===== src/rtl/fft_peak_detect.sv =====
// Peak-bin detector for the FFT output stream: alpha-max-beta-min magnitude per bin,
// strongest-bin tracking per frame, one result record per frame over valid/ready.
module fft_peak_detect #(
    parameter int DATA_W  = 32,
    parameter int NPTS    = 128,
    parameter int BIN_W   = 7,
    parameter int SKIP_DC = 1
) (
    input  logic              clk,
    input  logic              reset_n,
    input  logic              in_valid,
    output logic              in_ready,
    input  logic [1:0]        in_error,
    input  logic              in_sop,
    input  logic              in_eop,
    input  logic [DATA_W-1:0] in_real,
    input  logic [DATA_W-1:0] in_imag,
    input  logic [DATA_W-1:0] threshold,
    output logic              res_valid,
    input  logic              res_ready,
    output logic [BIN_W-1:0]  res_bin,
    output logic [DATA_W-1:0] res_mag,
    output logic              res_detect,
    output logic [1:0]        res_status
);

    localparam logic [BIN_W-1:0] LAST_BIN = BIN_W'(NPTS - 1);

    typedef enum logic [1:0] {
        ST_IDLE,
        ST_ACCUM,
        ST_FLUSH,
        ST_HOLD
    } state_t;

    function automatic logic [DATA_W-1:0] abs_val(input logic [DATA_W-1:0] x);
        return x[DATA_W-1] ? -x : x;
    endfunction

    state_t              state_q, state_d;
    logic [BIN_W-1:0]    cnt_q, cnt_d;
    logic                in_ready_q, in_ready_d;

    logic                s1_valid_q, s1_valid_d;
    logic [DATA_W-1:0]   s1_a_q, s1_a_d;
    logic [DATA_W-1:0]   s1_b_q, s1_b_d;
    logic [BIN_W-1:0]    s1_bin_q, s1_bin_d;
    logic                s1_first_q, s1_first_d;
    logic                s1_last_q, s1_last_d;
    logic                s1_err_q, s1_err_d;
    logic                s1_ferr_q, s1_ferr_d;

    logic                s2_valid_q, s2_valid_d;
    logic [DATA_W-1:0]   s2_mag_q, s2_mag_d;
    logic [BIN_W-1:0]    s2_bin_q, s2_bin_d;
    logic                s2_first_q, s2_first_d;
    logic                s2_last_q, s2_last_d;
    logic                s2_err_q, s2_err_d;
    logic                s2_ferr_q, s2_ferr_d;

    logic [DATA_W-1:0]   pk_mag_q, pk_mag_d;
    logic [BIN_W-1:0]    pk_bin_q, pk_bin_d;
    logic                err_acc_q, err_acc_d;
    logic                ferr_acc_q, ferr_acc_d;
    logic                s3_done_q, s3_done_d;

    logic                res_valid_q, res_valid_d;
    logic [BIN_W-1:0]    res_bin_q, res_bin_d;
    logic [DATA_W-1:0]   res_mag_q, res_mag_d;
    logic                res_detect_q, res_detect_d;
    logic [1:0]          res_status_q, res_status_d;

    logic                accept;
    logic                take;
    logic [BIN_W-1:0]    beat_bin;
    logic                at_end;
    logic [DATA_W-1:0]   mx, mn;
    logic [DATA_W-1:0]   base_mag;
    logic [BIN_W-1:0]    base_bin;
    logic                eligible;

    // Frame control: bin numbering, framing checks and result hand-off.
    always_comb begin
        state_d      = state_q;
        cnt_d        = cnt_q;
        res_valid_d  = res_valid_q;
        res_bin_d    = res_bin_q;
        res_mag_d    = res_mag_q;
        res_detect_d = res_detect_q;
        res_status_d = res_status_q;

        accept   = in_valid & in_ready_q;
        beat_bin = in_sop ? '0 : cnt_q;
        take     = accept && ((state_q == ST_IDLE && in_sop) || state_q == ST_ACCUM);
        at_end   = (beat_bin == LAST_BIN);

        s1_valid_d = take;
        s1_a_d     = abs_val(in_real);
        s1_b_d     = abs_val(in_imag);
        s1_bin_d   = beat_bin;
        s1_first_d = in_sop;
        s1_last_d  = in_eop | at_end;
        s1_err_d   = |in_error;
        // eop off the last bin, or the last bin without eop, are both framing errors
        s1_ferr_d  = in_eop ^ at_end;

        unique case (state_q)
            ST_IDLE, ST_ACCUM: begin
                if (take) begin
                    cnt_d   = beat_bin + 1'b1;
                    state_d = (in_eop | at_end) ? ST_FLUSH : ST_ACCUM;
                end
            end
            ST_FLUSH: begin
                if (s3_done_q) begin
                    res_valid_d  = 1'b1;
                    res_bin_d    = pk_bin_q;
                    res_mag_d    = pk_mag_q;
                    res_detect_d = (pk_mag_q >= threshold);
                    res_status_d = {err_acc_q, ferr_acc_q};
                    state_d      = ST_HOLD;
                end
            end
            ST_HOLD: begin
                if (res_ready) begin
                    res_valid_d = 1'b0;
                    state_d     = ST_IDLE;
                end
            end
            default: state_d = ST_IDLE;
        endcase

        in_ready_d = ~res_valid_d;
    end

    // Magnitude stage and peak compare stage.
    always_comb begin
        mx = (s1_a_q >= s1_b_q) ? s1_a_q : s1_b_q;
        mn = (s1_a_q >= s1_b_q) ? s1_b_q : s1_a_q;

        s2_valid_d = s1_valid_q;
        s2_mag_d   = mx + (mn >> 1);
        s2_bin_d   = s1_bin_q;
        s2_first_d = s1_first_q;
        s2_last_d  = s1_last_q;
        s2_err_d   = s1_err_q;
        s2_ferr_d  = s1_ferr_q;

        base_mag = s2_first_q ? '0 : pk_mag_q;
        base_bin = s2_first_q ? '0 : pk_bin_q;
        eligible = !((SKIP_DC != 0) && (s2_bin_q == '0));

        pk_mag_d   = pk_mag_q;
        pk_bin_d   = pk_bin_q;
        err_acc_d  = err_acc_q;
        ferr_acc_d = ferr_acc_q;
        s3_done_d  = s2_valid_q & s2_last_q;

        if (s2_valid_q) begin
            pk_mag_d   = base_mag;
            pk_bin_d   = base_bin;
            err_acc_d  = (s2_first_q ? 1'b0 : err_acc_q) | s2_err_q;
            ferr_acc_d = (s2_first_q ? 1'b0 : ferr_acc_q) | s2_ferr_q;
            // strict compare keeps the lowest bin on ties
            if (eligible && (s2_mag_q > base_mag)) begin
                pk_mag_d = s2_mag_q;
                pk_bin_d = s2_bin_q;
            end
        end
    end

    always_ff @(posedge clk or negedge reset_n) begin
        if (!reset_n) begin
            state_q      <= ST_IDLE;
            cnt_q        <= '0;
            in_ready_q   <= 1'b0;
            s1_valid_q   <= 1'b0;
            s1_a_q       <= '0;
            s1_b_q       <= '0;
            s1_bin_q     <= '0;
            s1_first_q   <= 1'b0;
            s1_last_q    <= 1'b0;
            s1_err_q     <= 1'b0;
            s1_ferr_q    <= 1'b0;
            s2_valid_q   <= 1'b0;
            s2_mag_q     <= '0;
            s2_bin_q     <= '0;
            s2_first_q   <= 1'b0;
            s2_last_q    <= 1'b0;
            s2_err_q     <= 1'b0;
            s2_ferr_q    <= 1'b0;
            pk_mag_q     <= '0;
            pk_bin_q     <= '0;
            err_acc_q    <= 1'b0;
            ferr_acc_q   <= 1'b0;
            s3_done_q    <= 1'b0;
            res_valid_q  <= 1'b0;
            res_bin_q    <= '0;
            res_mag_q    <= '0;
            res_detect_q <= 1'b0;
            res_status_q <= '0;
        end else begin
            state_q      <= state_d;
            cnt_q        <= cnt_d;
            in_ready_q   <= in_ready_d;
            s1_valid_q   <= s1_valid_d;
            s1_a_q       <= s1_a_d;
            s1_b_q       <= s1_b_d;
            s1_bin_q     <= s1_bin_d;
            s1_first_q   <= s1_first_d;
            s1_last_q    <= s1_last_d;
            s1_err_q     <= s1_err_d;
            s1_ferr_q    <= s1_ferr_d;
            s2_valid_q   <= s2_valid_d;
            s2_mag_q     <= s2_mag_d;
            s2_bin_q     <= s2_bin_d;
            s2_first_q   <= s2_first_d;
            s2_last_q    <= s2_last_d;
            s2_err_q     <= s2_err_d;
            s2_ferr_q    <= s2_ferr_d;
            pk_mag_q     <= pk_mag_d;
            pk_bin_q     <= pk_bin_d;
            err_acc_q    <= err_acc_d;
            ferr_acc_q   <= ferr_acc_d;
            s3_done_q    <= s3_done_d;
            res_valid_q  <= res_valid_d;
            res_bin_q    <= res_bin_d;
            res_mag_q    <= res_mag_d;
            res_detect_q <= res_detect_d;
            res_status_q <= res_status_d;
        end
    end

    assign in_ready   = in_ready_q;
    assign res_valid  = res_valid_q;
    assign res_bin    = res_bin_q;
    assign res_mag    = res_mag_q;
    assign res_detect = res_detect_q;
    assign res_status = res_status_q;

endmodule


===== config.mk =====
export PLATFORM = sky130hd
export DESIGN_NAME = fft_peak_detect
export DESIGN_NICKNAME = d
export VERILOG_FILES = /design/src/rtl/fft_peak_detect.sv
export SDC_FILE = /design/constraint.sdc
export NUM_CORES = 1
export LEC_CHECK = 0
export CAP_MARGIN = 20
export CORE_MARGIN = 2
export CORE_UTILIZATION = 30
export CTS_BUF_LIST = sky130_fd_sc_hd__clkbuf_4 sky130_fd_sc_hd__clkbuf_8
export CTS_CLUSTER_SIZE = 20
export DETAILED_ROUTE_END_ITERATION = 10
export SLEW_MARGIN = 20
export SYNTH_ARGS = -nofsm -noshare
export SYNTH_HDL_FRONTEND = slang
export SYNTH_SLANG_ARGS = --single-unit

===== constraint.sdc =====
create_clock -name clk -period 5.65 [get_ports clk]
set_input_delay 0.8475 -clock clk [delete_from_list [all_inputs] [get_ports clk]]
set_output_delay 0.8475 -clock clk [all_outputs]
set_load 0.03 [all_outputs]

==> flow_summary.yaml, run 1 <==
outcome:
  status: "finished clean"
place:
  io_buffers: 147
  place_ws_ns: 0.405
  dp_hpwl_microns: 22100
  place_congestion: 0.808
grt:
  grt_pass1_wl_microns: 48300
  antenna_found_initial: 0
  grt_max_degree: 116
  grt.total_usage_pct: 13.5
  first_global_vias: 9486
  grt-ovfl-total: 0
detailed_routing:
  wl_microns: 28800
  via_per_inst: 4.82
  routedWlPerCell_microns: 15.0
  drt_iter0_markers: 468
  vias: 9247
  drt_pass1_iterations: 4
  drtAntennaViolNets: 0
  drc_errors: 0
finish:
  drive_above_1_share_pct: 11.6
  layout.nets: 1595
  final_common_cell: "dfrtp_1"
  fin_util_pct: 37.6
  most-common-layout-cells: "215 x dfrtp_1, 146 x clkdlybuf4s50_1, 131 x ha_1"
  syn2layout_area_growth_pct: 23.5
synthesis:
  yosys.area_share.simple_pct: 11.4
  synth_top_family_by_area: "compound AO/OA/AOI/OAI gates"
  yosysTopAreaCell: "dfrtp_1"
  synth_cell_types: 52
  synth_seq_cells: 215
  syn-num-nets: 1435
  synth-edff-count: 0
  synth_compound_area_share_pct: 15.9
  synth.area.top_cells: "dfrtp_1 43%, ha_1 13%, mux2_2 6.5%"
  yosysWarnings: 0
  synth_xor_area_share_pct: 6.05
  async_flop_share_pct: 100
  synth_adder_area_share_pct: 13.3
  ys.flop_type: "dfrtp_1"
  synthCells: 1199
  synth.area.mux_share_pct: 6.59
  synth.top_cell.area_share_pct: 43.2
  synth_area_sq_mm: 0.0125
  avgSynthCellArea_sq_um: 10.4
  ys_seq_area_share_pct: 43.2
clocking:
  cts.reportedPaths.clkPinSlew_ns: 0.06
  cts_buffers: 39
  cts_tree: "yes"
  cts.sinks: 215
  clk_root_buffer_cell: "clkbuf_8"
  clock_latency_ns: 0.53
  htree_levels: 2
  post_cts_buffers: 0
  cts_buffer_depth: 3
timing:
  setup_slack_ns: 0.409
  rsz0062_at_grt: "false"
  fmax_mhz: 191
  hold_viol_final: 0
  fin_crit_sh_pct: 92.8
  slew_headroom_pct: 31.5
  tightest_slew_ns: 1.02
  fin_tns_setup_ns: 0
  period_minus_slack_ns: 5.24
  clock_skew_ns: 0.0120
  finalSetupViolCount: 0
  maxSlewViolCount: 0
floorplanning:
  die_x_microns: 208
  start_util_pct: 30.4
  dieArea_sq_mm: 0.0431
  die-height_microns: 208
  core_sq_mm: 0.0409
  std_cell_rows: 74
  ios: 148
critical_path:
  r2r_start: "s1_a_q[6]"
  startpoint_type: "flop"
  crit_fanout: 15
  r2r-end: "s2_mag_q[28]"
  worstSetupEndpointType: "flop"
  worstPathArrival_ns: 5.65
  worstPathRequired_ns: 6.06
  crit_type: "flop to flop"
  r2r_cells: 19
  rrSetupSlack_ns: 0.41
power_and_ir_drop:
  vdd_drop_max_mv: 0.158
  p_leak_nw: 7.04
  powerDensity_mw_per_mm2: 387
min_path:
  hold_path.class: "flop to flop"
  hp-start: "s1_err_q"
  min_path_cells: 0
  min_delay_worst_endpoint: "s2_err_q"
flow_run:
  timing.max_cap.violations: 0
==> what timing repair did <==
action                     4_1_cts  5_1_grt
hold buffers                     0        0
resized for setup                0        2
setup endpoints to repair        0        5
==> how the worst max path moves through the flow <==
stage                   end  startpoint
4_1_cts        s2_mag_q[28]   s1_a_q[6]
3_5_place_dp   s2_mag_q[28]   s1_a_q[6]
5_1_grt        s2_mag_q[28]   s1_a_q[6]
2_1_floorplan  s2_mag_q[28]  s1_a_q[22]
6_report       s2_mag_q[28]   s1_a_q[6]
3_3_place_gp   s2_mag_q[28]   s1_a_q[6]
==> layout make-up <==
cell class | count | area (sq um)
Inverter | 82 | 308
Timing Repair Buffer | 155 | 1550
Clock inverter | 12 | 121
Multi-Input combinational cell | 866 | 6640
Antenna cell | 1 | 2.50
Clock buffer | 55 | 707
Fill cell | 4091 | 25500
Tap cell | 532 | 666
Sequential cell | 215 | 5380
==> stage by stage <==
step           total power [W]  cell area, sq um  instances  hold WS (ns)
2_1_floorplan          0.00371             12500       1199         0.331
3_3_place_gp           0.00439             14500       1850         0.333
3_5_place_dp           0.00444             14500       1850         0.336
4_1_cts                0.00603             15400       1917         0.348
5_1_grt                0.00644             15400       1917         0.353
6_report               0.00595             15400       1918         0.345
==> layer usage <==
metal	part of all wire [%]	track usage (%)	vias to the layer above
met2	43	20.9	190
met5	0	0	-
met4	2.4	4.23	0
li1	-	-	4624
met1	50	19.2	4384
met3	4.2	2.42	49
==> where the power goes <==
part / leakage (nW) / internal, W / switching, W
logic: 3.89 / 0.00107 / 0.00116
clock network: 0.431 / 0.000900 / 0.000633
registers: 2.72 / 0.00188 / 0.000309
total: 7.04 / 0.00385 / 0.00210
==> critical path: stages, from the launching register on <==
cell and delay [ns]:
dfrtp_1 0.40, ha_1 0.34, a21oi_1 0.17, nand2_1 0.08
a2111oi_1 0.49, a21oi_1 0.11, o21ai_0 0.31, a21oi_4 0.18
mux2_2 0.31, ha_1 0.23, fa_1 0.41, a21o_1 0.17
a21oi_1 0.22, o21bai_1 0.09, a21oi_1 0.25, a21oi_1 0.19
o21a_1 0.30, a31oi_1 0.39, nor3b_1 0.11, a311o_1 0.35
==> synthesized netlist by cell type, types with 8 or more instances <==
master      n
dfrtp_1   215
or3_1      10
o31ai_1    15
o41ai_1    10
xor2_1     12
nand2_1    85
a22o_1     41
nand2b_1   41
nor3_1     10
clkbuf_1   32
a21o_1     39
inv_1      82
nor2_1     33
ha_1      131
mux2_2     72
nand3_1    14
o21a_1      8
nand4_1    18
nor2b_1    19
o21ai_0    92
xnor2_1    74
a21oi_1    63
and3_1     10
==> cell families after synthesis <==
group                      Yosys count
xor gates and xnor gates            86
DFF                                215
muxes                               73
and+or+nand+nor                    271
buffers and inverters              118
AOI/OAI and AO/OA                  304
adders and majority gates          132
==> sequential cells by signal, indices dropped and copies added (netlist names), 2 cells and up <==
signal / flops
state_q: 2
s1_bin_q: 7
s2_mag_q: 32
s1_b_q: 32
s2_bin_q: 7
res_bin: 7
res_mag: 32
pk_bin_q: 7
cnt_q: 7
s1_a_q: 32
pk_mag_q: 32
res_status: 2
No activity file was read; power rests on OpenSTA's default activity.
==> run 2, diff against run 1 <==
SKIP_CTS_REPAIR_TIMING = 1   (was not set)
==> results of run 2 <==
Final layout, timing and power as in run 1 (identical DEF).
